File: src/rtl/memory_arbiter_if.sv
// memory_arbiter_if: shared types plus the cache-side request bus and single RAM port
// seen by memory_arbiter.
package cpu_types_pkg;
  typedef logic [31:0] word_t;
  typedef enum logic [1:0] {FREE, BUSY, ACCESS, ERROR} ramstate_t;
endpackage

interface memory_arbiter_if #(parameter int CPUS = 2);
  import cpu_types_pkg::*;
  logic [CPUS-1:0] iREN, dREN, dWEN, iwait, dwait;
  word_t iaddr [CPUS];
  word_t daddr [CPUS];
  word_t dstore [CPUS];
  word_t iload [CPUS];
  word_t dload [CPUS];
  logic ramREN, ramWEN;
  word_t ramaddr, ramstore, ramload;
  ramstate_t ramstate;
  modport master (output iREN, dREN, dWEN, iaddr, daddr, dstore, ramload, ramstate,
                  input iwait, dwait, iload, dload, ramREN, ramWEN, ramaddr, ramstore);
  modport slave (input iREN, dREN, dWEN, iaddr, daddr, dstore, ramload, ramstate,
                 output iwait, dwait, iload, dload, ramREN, ramWEN, ramaddr, ramstore);
endinterface

File: src/rtl/memory_arbiter.sv
// memory_arbiter: round-robin sharing of one RAM port between CPUS icache/dcache pairs.
// Define MEMARB_DATA_FIRST_EN to let any data request beat every instruction request.
module memory_arbiter import cpu_types_pkg::*; #(parameter int CPUS = 2) (
  input logic CLK,
  input logic RST,
  memory_arbiter_if.slave bus
);
  localparam int IW = CPUS > 1 ? $clog2(CPUS) : 1;
  typedef enum logic {IDLE, GRANT} state_t;
  typedef enum logic [1:0] {IFETCH, DREAD, DWRITE} kind_t;
  state_t state;
  kind_t kind, pick_kind;
  logic [IW-1:0] owner, rr, pick, idx, rr_next;
  logic [CPUS-1:0] mask;
  logic found, held, gnt, done;
  word_t addr;
`ifdef MEMARB_DATA_FIRST_EN
  assign mask = |(bus.dREN | bus.dWEN) ? bus.dREN | bus.dWEN : bus.iREN;
`else
  assign mask = bus.dREN | bus.dWEN | bus.iREN;
`endif
  // first requester at or after rr, wrapping modulo CPUS
  always_comb begin
    found = 1'b0;
    pick = '0;
    idx = '0;
    for (int k = 0; k < CPUS; k++) begin
      idx = IW'((int'(rr) + k) % CPUS);
      if (!found && mask[idx]) begin
        found = 1'b1;
        pick = idx;
      end
    end
  end
  assign pick_kind = bus.dWEN[pick] ? DWRITE : bus.dREN[pick] ? DREAD : IFETCH;
  assign held = kind == DWRITE ? bus.dWEN[owner] : kind == DREAD ? bus.dREN[owner] : bus.iREN[owner];
  assign gnt = state == GRANT && held;
  assign done = gnt && bus.ramstate == ACCESS;
  assign addr = kind == IFETCH ? bus.iaddr[owner] : bus.daddr[owner];
  assign bus.ramWEN = gnt && kind == DWRITE;
  assign bus.ramREN = gnt && kind != DWRITE;
  assign bus.ramaddr = gnt ? addr : '0;
  assign bus.ramstore = bus.ramWEN ? bus.dstore[owner] : '0;
  assign rr_next = owner == IW'(CPUS - 1) ? '0 : owner + 1'b1;
  always_comb begin
    for (int c = 0; c < CPUS; c++) begin
      bus.iwait[c] = !(done && owner == IW'(c) && kind == IFETCH);
      bus.dwait[c] = !(done && owner == IW'(c) && kind != IFETCH);
      bus.iload[c] = state == GRANT && owner == IW'(c) && kind == IFETCH ? bus.ramload : '0;
      bus.dload[c] = state == GRANT && owner == IW'(c) && kind != IFETCH ? bus.ramload : '0;
    end
  end
  // a dropped enable aborts the grant without advancing rr
  always_ff @(posedge CLK) begin
    if (RST) begin
      state <= IDLE;
      owner <= '0;
      kind <= IFETCH;
      rr <= '0;
    end else if (state == IDLE) begin
      if (found) begin
        state <= GRANT;
        owner <= pick;
        kind <= pick_kind;
      end
    end else if (!held || done) begin
      state <= IDLE;
      if (done) rr <= rr_next;
    end
  end
endmodule

File: src/flat_wrapper.sv
// flat-port wrapper written by rule: the top's interface ports become plain ports
module memory_arbiter_flat import cpu_types_pkg::*;
#(parameter int CPUS = 2)
  (CLK, RST, bus_iREN, bus_dREN, bus_dWEN, bus_iaddr, bus_daddr, bus_dstore, bus_ramload, bus_ramstate, bus_iwait, bus_dwait, bus_iload, bus_dload, bus_ramREN, bus_ramWEN, bus_ramaddr, bus_ramstore);
  memory_arbiter_if #(.CPUS(CPUS)) bus_i ();
  input logic CLK;
  input logic RST;
  input wire logic [$bits(bus_i.iREN)-1:0] bus_iREN;
  input wire logic [$bits(bus_i.dREN)-1:0] bus_dREN;
  input wire logic [$bits(bus_i.dWEN)-1:0] bus_dWEN;
  input wire logic [$bits(bus_i.iaddr)-1:0] bus_iaddr;
  input wire logic [$bits(bus_i.daddr)-1:0] bus_daddr;
  input wire logic [$bits(bus_i.dstore)-1:0] bus_dstore;
  input wire logic [$bits(bus_i.ramload)-1:0] bus_ramload;
  input wire logic [$bits(bus_i.ramstate)-1:0] bus_ramstate;
  output wire logic [$bits(bus_i.iwait)-1:0] bus_iwait;
  output wire logic [$bits(bus_i.dwait)-1:0] bus_dwait;
  output wire logic [$bits(bus_i.iload)-1:0] bus_iload;
  output wire logic [$bits(bus_i.dload)-1:0] bus_dload;
  output wire logic [$bits(bus_i.ramREN)-1:0] bus_ramREN;
  output wire logic [$bits(bus_i.ramWEN)-1:0] bus_ramWEN;
  output wire logic [$bits(bus_i.ramaddr)-1:0] bus_ramaddr;
  output wire logic [$bits(bus_i.ramstore)-1:0] bus_ramstore;
  assign bus_i.iREN = bus_iREN;
  assign bus_i.dREN = bus_dREN;
  assign bus_i.dWEN = bus_dWEN;
  assign bus_i.iaddr = {>>{bus_iaddr}};
  assign bus_i.daddr = {>>{bus_daddr}};
  assign bus_i.dstore = {>>{bus_dstore}};
  assign bus_i.ramload = bus_ramload;
  assign bus_i.ramstate = bus_ramstate;
  assign bus_iwait = bus_i.iwait;
  assign bus_dwait = bus_i.dwait;
  assign bus_iload = {>>{bus_i.iload}};
  assign bus_dload = {>>{bus_i.dload}};
  assign bus_ramREN = bus_i.ramREN;
  assign bus_ramWEN = bus_i.ramWEN;
  assign bus_ramaddr = bus_i.ramaddr;
  assign bus_ramstore = bus_i.ramstore;
  memory_arbiter #(.CPUS(CPUS)) u_core (.CLK(CLK), .RST(RST), .bus(bus_i));
endmodule
File: config.mk
export PLATFORM = sky130hd
export DESIGN_NAME = memory_arbiter_flat
export DESIGN_NICKNAME = d
export VERILOG_FILES = /design/src/rtl/memory_arbiter_if.sv /design/src/rtl/memory_arbiter.sv /design/src/flat_wrapper.sv
export SDC_FILE = /design/constraint.sdc
export NUM_CORES = 1
export LEC_CHECK = 0
export CAP_MARGIN = 20
export CORE_AREA = 5 5 164 166
export DETAILED_ROUTE_END_ITERATION = 12
export DIE_AREA = 0 0 169 171
export DONT_BUFFER_PORTS = 1
export GPL_TIMING_DRIVEN = 0
export PLACE_DENSITY_LB_ADDON = 0.1
export SETUP_SLACK_MARGIN = 0.1
export SKIP_CTS_REPAIR_TIMING = 1
export SYNTH_ARGS = -nofsm -noshare
export SYNTH_HDL_FRONTEND = slang
export SYNTH_SLANG_ARGS = --single-unit
File: constraint.sdc
create_clock -name CLK -period 2.7 [get_ports CLK]
set_input_delay 0.54 -clock CLK [delete_from_list [all_inputs] [get_ports CLK]]
set_output_delay 0.54 -clock CLK [all_outputs]
set_load 0.05 [all_outputs]
==> flow_summary.json <==
{
  "synthArstFlopShare": 0,
  "hold_viol_final": 0,
  "port_buffers": 0,
  "die_x_um": 169,
  "worstPathArrival_ns": 2.15,
  "numCtsBuffers": 3,
  "crit_path_end_kind": "output port",
  "comb_power_share": 0.737,
  "die_area_um2": 28900,
  "crit_path_end": "bus_dwait[1]",
  "synth_flop_cell": "dfxtp_1",
  "cp_slowest_stage_delay_ns": 0.53,
  "gp_congestion": 0.8122,
  "period_needed_ns": 2.686,
  "r2r_cells": 6,
  "numClockSinks": 5,
  "internal-power_uw": 559.4,
  "crit_required_ns": 2.16,
  "drt_pre_antenna_iters": 4,
  "cp_cell_sequence": "buf_12 -> mux2i_1 -> or3_1 -> buf_6 -> o21ai_4 -> buf_6 -> nand4b_1",
  "syn_area_um2": 2703,
  "drt-initial-drc-count": 72,
  "post-route-drc-count": 0,
  "antenna_found_initial": 1,
  "clkTransAtPathRegs_ns": 0.03,
  "p_leak_nw": 1.301,
  "critPathKind": "flop to output port",
  "syn_area_per_cell_um2": 7.879,
  "insertion_delay_ns": 0.23,
  "dp_hpwl_mm": 13.78,
  "start_util": 0.1061,
  "drive_gt1_frac": 0.7649,
  "r2r_end": "u_core.rr$_SDFFE_PP0P_",
  "rrSetupSlack_ns": 0.92,
  "crit_family": "simple AND/OR/NAND/NOR gates",
  "dp.cells": 678,
  "yosysUniqueCellTypes": 27,
  "vdd_ir_drop_max_uv": 105.7,
  "swShare": 0.5673,
  "p_sw_uw": 733.4,
  "crit_top_cell": "buf_6",
  "synth_top_family_by_area": "simple AND/OR/NAND/NOR gates",
  "critPathSlowestCell": "nand4b_1",
  "synth_compound_area_frac": 0.04167,
  "grt_pass1_vias": 2892,
  "htree_levels": 1,
  "track_usage": 0.09316,
  "worst_slew_pin_slew_ns": 1.032,
  "antenna_left": 0,
  "yosysWarnings": 0,
  "ioPinCount": 432,
  "synthAdderAreaFrac": 0,
  "viasPerCell": 4.051,
  "cp.buffers_inverters": 3,
  "yosysSeqAreaShare": 0.03704,
  "setup.worst_path.start_class": "flop",
  "p_clk_frac": 0.189,
  "setup_viol": 0,
  "synth_xor_area_frac": 0,
  "fin_util": 0.1534,
  "status": "finished clean",
  "ys_ff_latch": 5,
  "finalNonFillerCells": 689,
  "vias": 2791,
  "syn_to_final_growth_pct": 44.58,
  "rsz0062_at_grt": "yes",
  "cts.path.max_buffers": 2,
  "route.detailed.wl_per_inst_um": 23.10,
  "core.rowCount": 59,
  "wl_mm": 15.92,
  "synth-simple-area-share": 0.4644,
  "p_per_area_nw_per_um2": 330.8,
  "clock-root-buffer": "clkbuf_16",
  "finalMaxSlewViolations": 0,
  "sequentialPowerShare": 0.074,
  "hold_class": "primary input to flop",
  "path_depth": 7,
  "fin_nets": 588,
  "grt_max_degree": 11,
  "synth-edff-count": 0,
  "muxShareOfSynthArea": 0.4028,
  "relSlewSlack": 0.3096,
  "timing.rr.start": "u_core.owner$_SDFFE_PP0P_",
  "worstPathMaxFanout": 8,
  "fin_crit_sh": 0.9947,
  "fp.coreArea_um2": 25470,
  "skew_ns": 0.001528,
  "synth_nets": 577,
  "cts_tree": "done",
  "grt_pass1_wl_mm": 20.69,
  "syn_inst": 343,
  "overflow": 0,
  "startpoint": "u_core.owner$_SDFFE_PP0P_",
  "hold_depth": 1,
  "clock.fmax_mhz": 372.3,
  "die_h_um": 171,
  "drv_cap": 0
}
-- power by group through the flow --
stage | logic [mW] | registers (mW) | clock network (mW)
6_report | 0.953 | 0.0960 | 0.244
5_1_grt | 1.00 | 0.0977 | 0.256
4_1_cts | 0.839 | 0.0915 | 0.251
3_5_place_dp | 0.838 | 0.0925 | 0
3_3_place_gp | 0.837 | 0.0930 | 0
2_1_floorplan | 0.729 | 0.0875 | 0
-- cells in the final DEF, fill, tap and decap left out, drive strengths merged --
cell and count:
and2 160, nor2 41, mux4 33, mux2i 33, clkbuf 22, buf 19
o21ai 6, nor3 6, a21oi 5, dfxtp 5, nand2b 4, inv 3
nand2 3, or3 2, o21a 2, diode 1, mux2 1, a22oi 1
nor2b 1, nand4b 1, nand4 1, o41ai 1, o211ai 1, a31oi 1
o221ai 1
-- logic make-up (layout without fill, tap and decap cells) --
| kind of cell | count (synthesis) | in the layout |
|---|---|---|
| simple gates | 219 | 219 |
| mux | 67 | 67 |
| buf+inv | 34 | 44 |
| compound gates | 18 | 18 |
| flops | 5 | 5 |
| other cells | 0 | 1 |
-- area by class of cell --
type,instances,area [um^2]
clock buffer,4,78.83
sequential,5,107.6
inverter,3,11.26
antenna,1,2.502
multi-input combinational,304,3018
timing repair buffer,6,55.05
buffer,31,215.2
fill,2892,21560
tap,335,419.2
-- registers in the layout, indices dropped and copies added (netlist names) --
name,flops
u_core.kind,2
u_core.owner,1
u_core.rr,1
u_core.state,1
-- cell usage after synthesis, types with 2 or more instances --
master,instances,area (um^2)
and2_1,160,1001
nor2_1,41,153.9
mux2i_1,33,330.3
mux4_2,32,720.7
clkbuf_1,21,78.83
buf_2,9,45.04
nor3_1,6,30.03
a21oi_1,5,25.02
dfxtp_1,5,100.1
o21ai_0,5,25.02
nand2b_1,4,25.02
inv_1,3,11.26
nand2_1,3,11.26
o21a_1,2,15.01
or3_1,2,12.51
-- how the worst min path moves through the flow --
stage / from / slack (ns) / end
after floorplan: u_core.rr$_SDFFE_PP0P_ / 0.50 / u_core.rr$_SDFFE_PP0P_
after global placement: u_core.rr$_SDFFE_PP0P_ / 0.57 / u_core.rr$_SDFFE_PP0P_
after detailed placement: u_core.rr$_SDFFE_PP0P_ / 0.56 / u_core.rr$_SDFFE_PP0P_
after CTS: RST / 0.37 / u_core.owner$_SDFFE_PP0P_
after global routing: RST / 0.36 / u_core.owner$_SDFFE_PP0P_
final: RST / 0.37 / u_core.owner$_SDFFE_PP0P_
-- layer usage --
layer / up-vias / track usage / share of wire
met3: 4 / 0.02495 / 0.084
met2: 206 / 0.1752 / 0.55
met5: - / 0 / 0
met4: 0 / 0.01540 / 0.0058
met1: 1381 / 0.1073 / 0.36
li1: 1200 / - / -
-- per-stage QoR --
stage | instance area, um^2 | hold slack, ns | power, mW | worst slack [ns] | setup TNS [ns]
after detailed placement | 3122 | 0.5628 | 0.9306 | -0.7777 | -61.10
after CTS | 3201 | 0.3717 | 1.182 | -1.031 | -110.09
after global routing | 3908 | 0.3649 | 1.357 | -0.1207 | -0.8514
final | 3908 | 0.3684 | 1.293 | 0.01424 | 0
after global placement | 3122 | 0.5652 | 0.9299 | -0.7581 | -56.14
after floorplan | 2703 | 0.4963 | 0.8167 | 0.1090 | 0
Note: power is estimated with default switching activity, not from simulation.
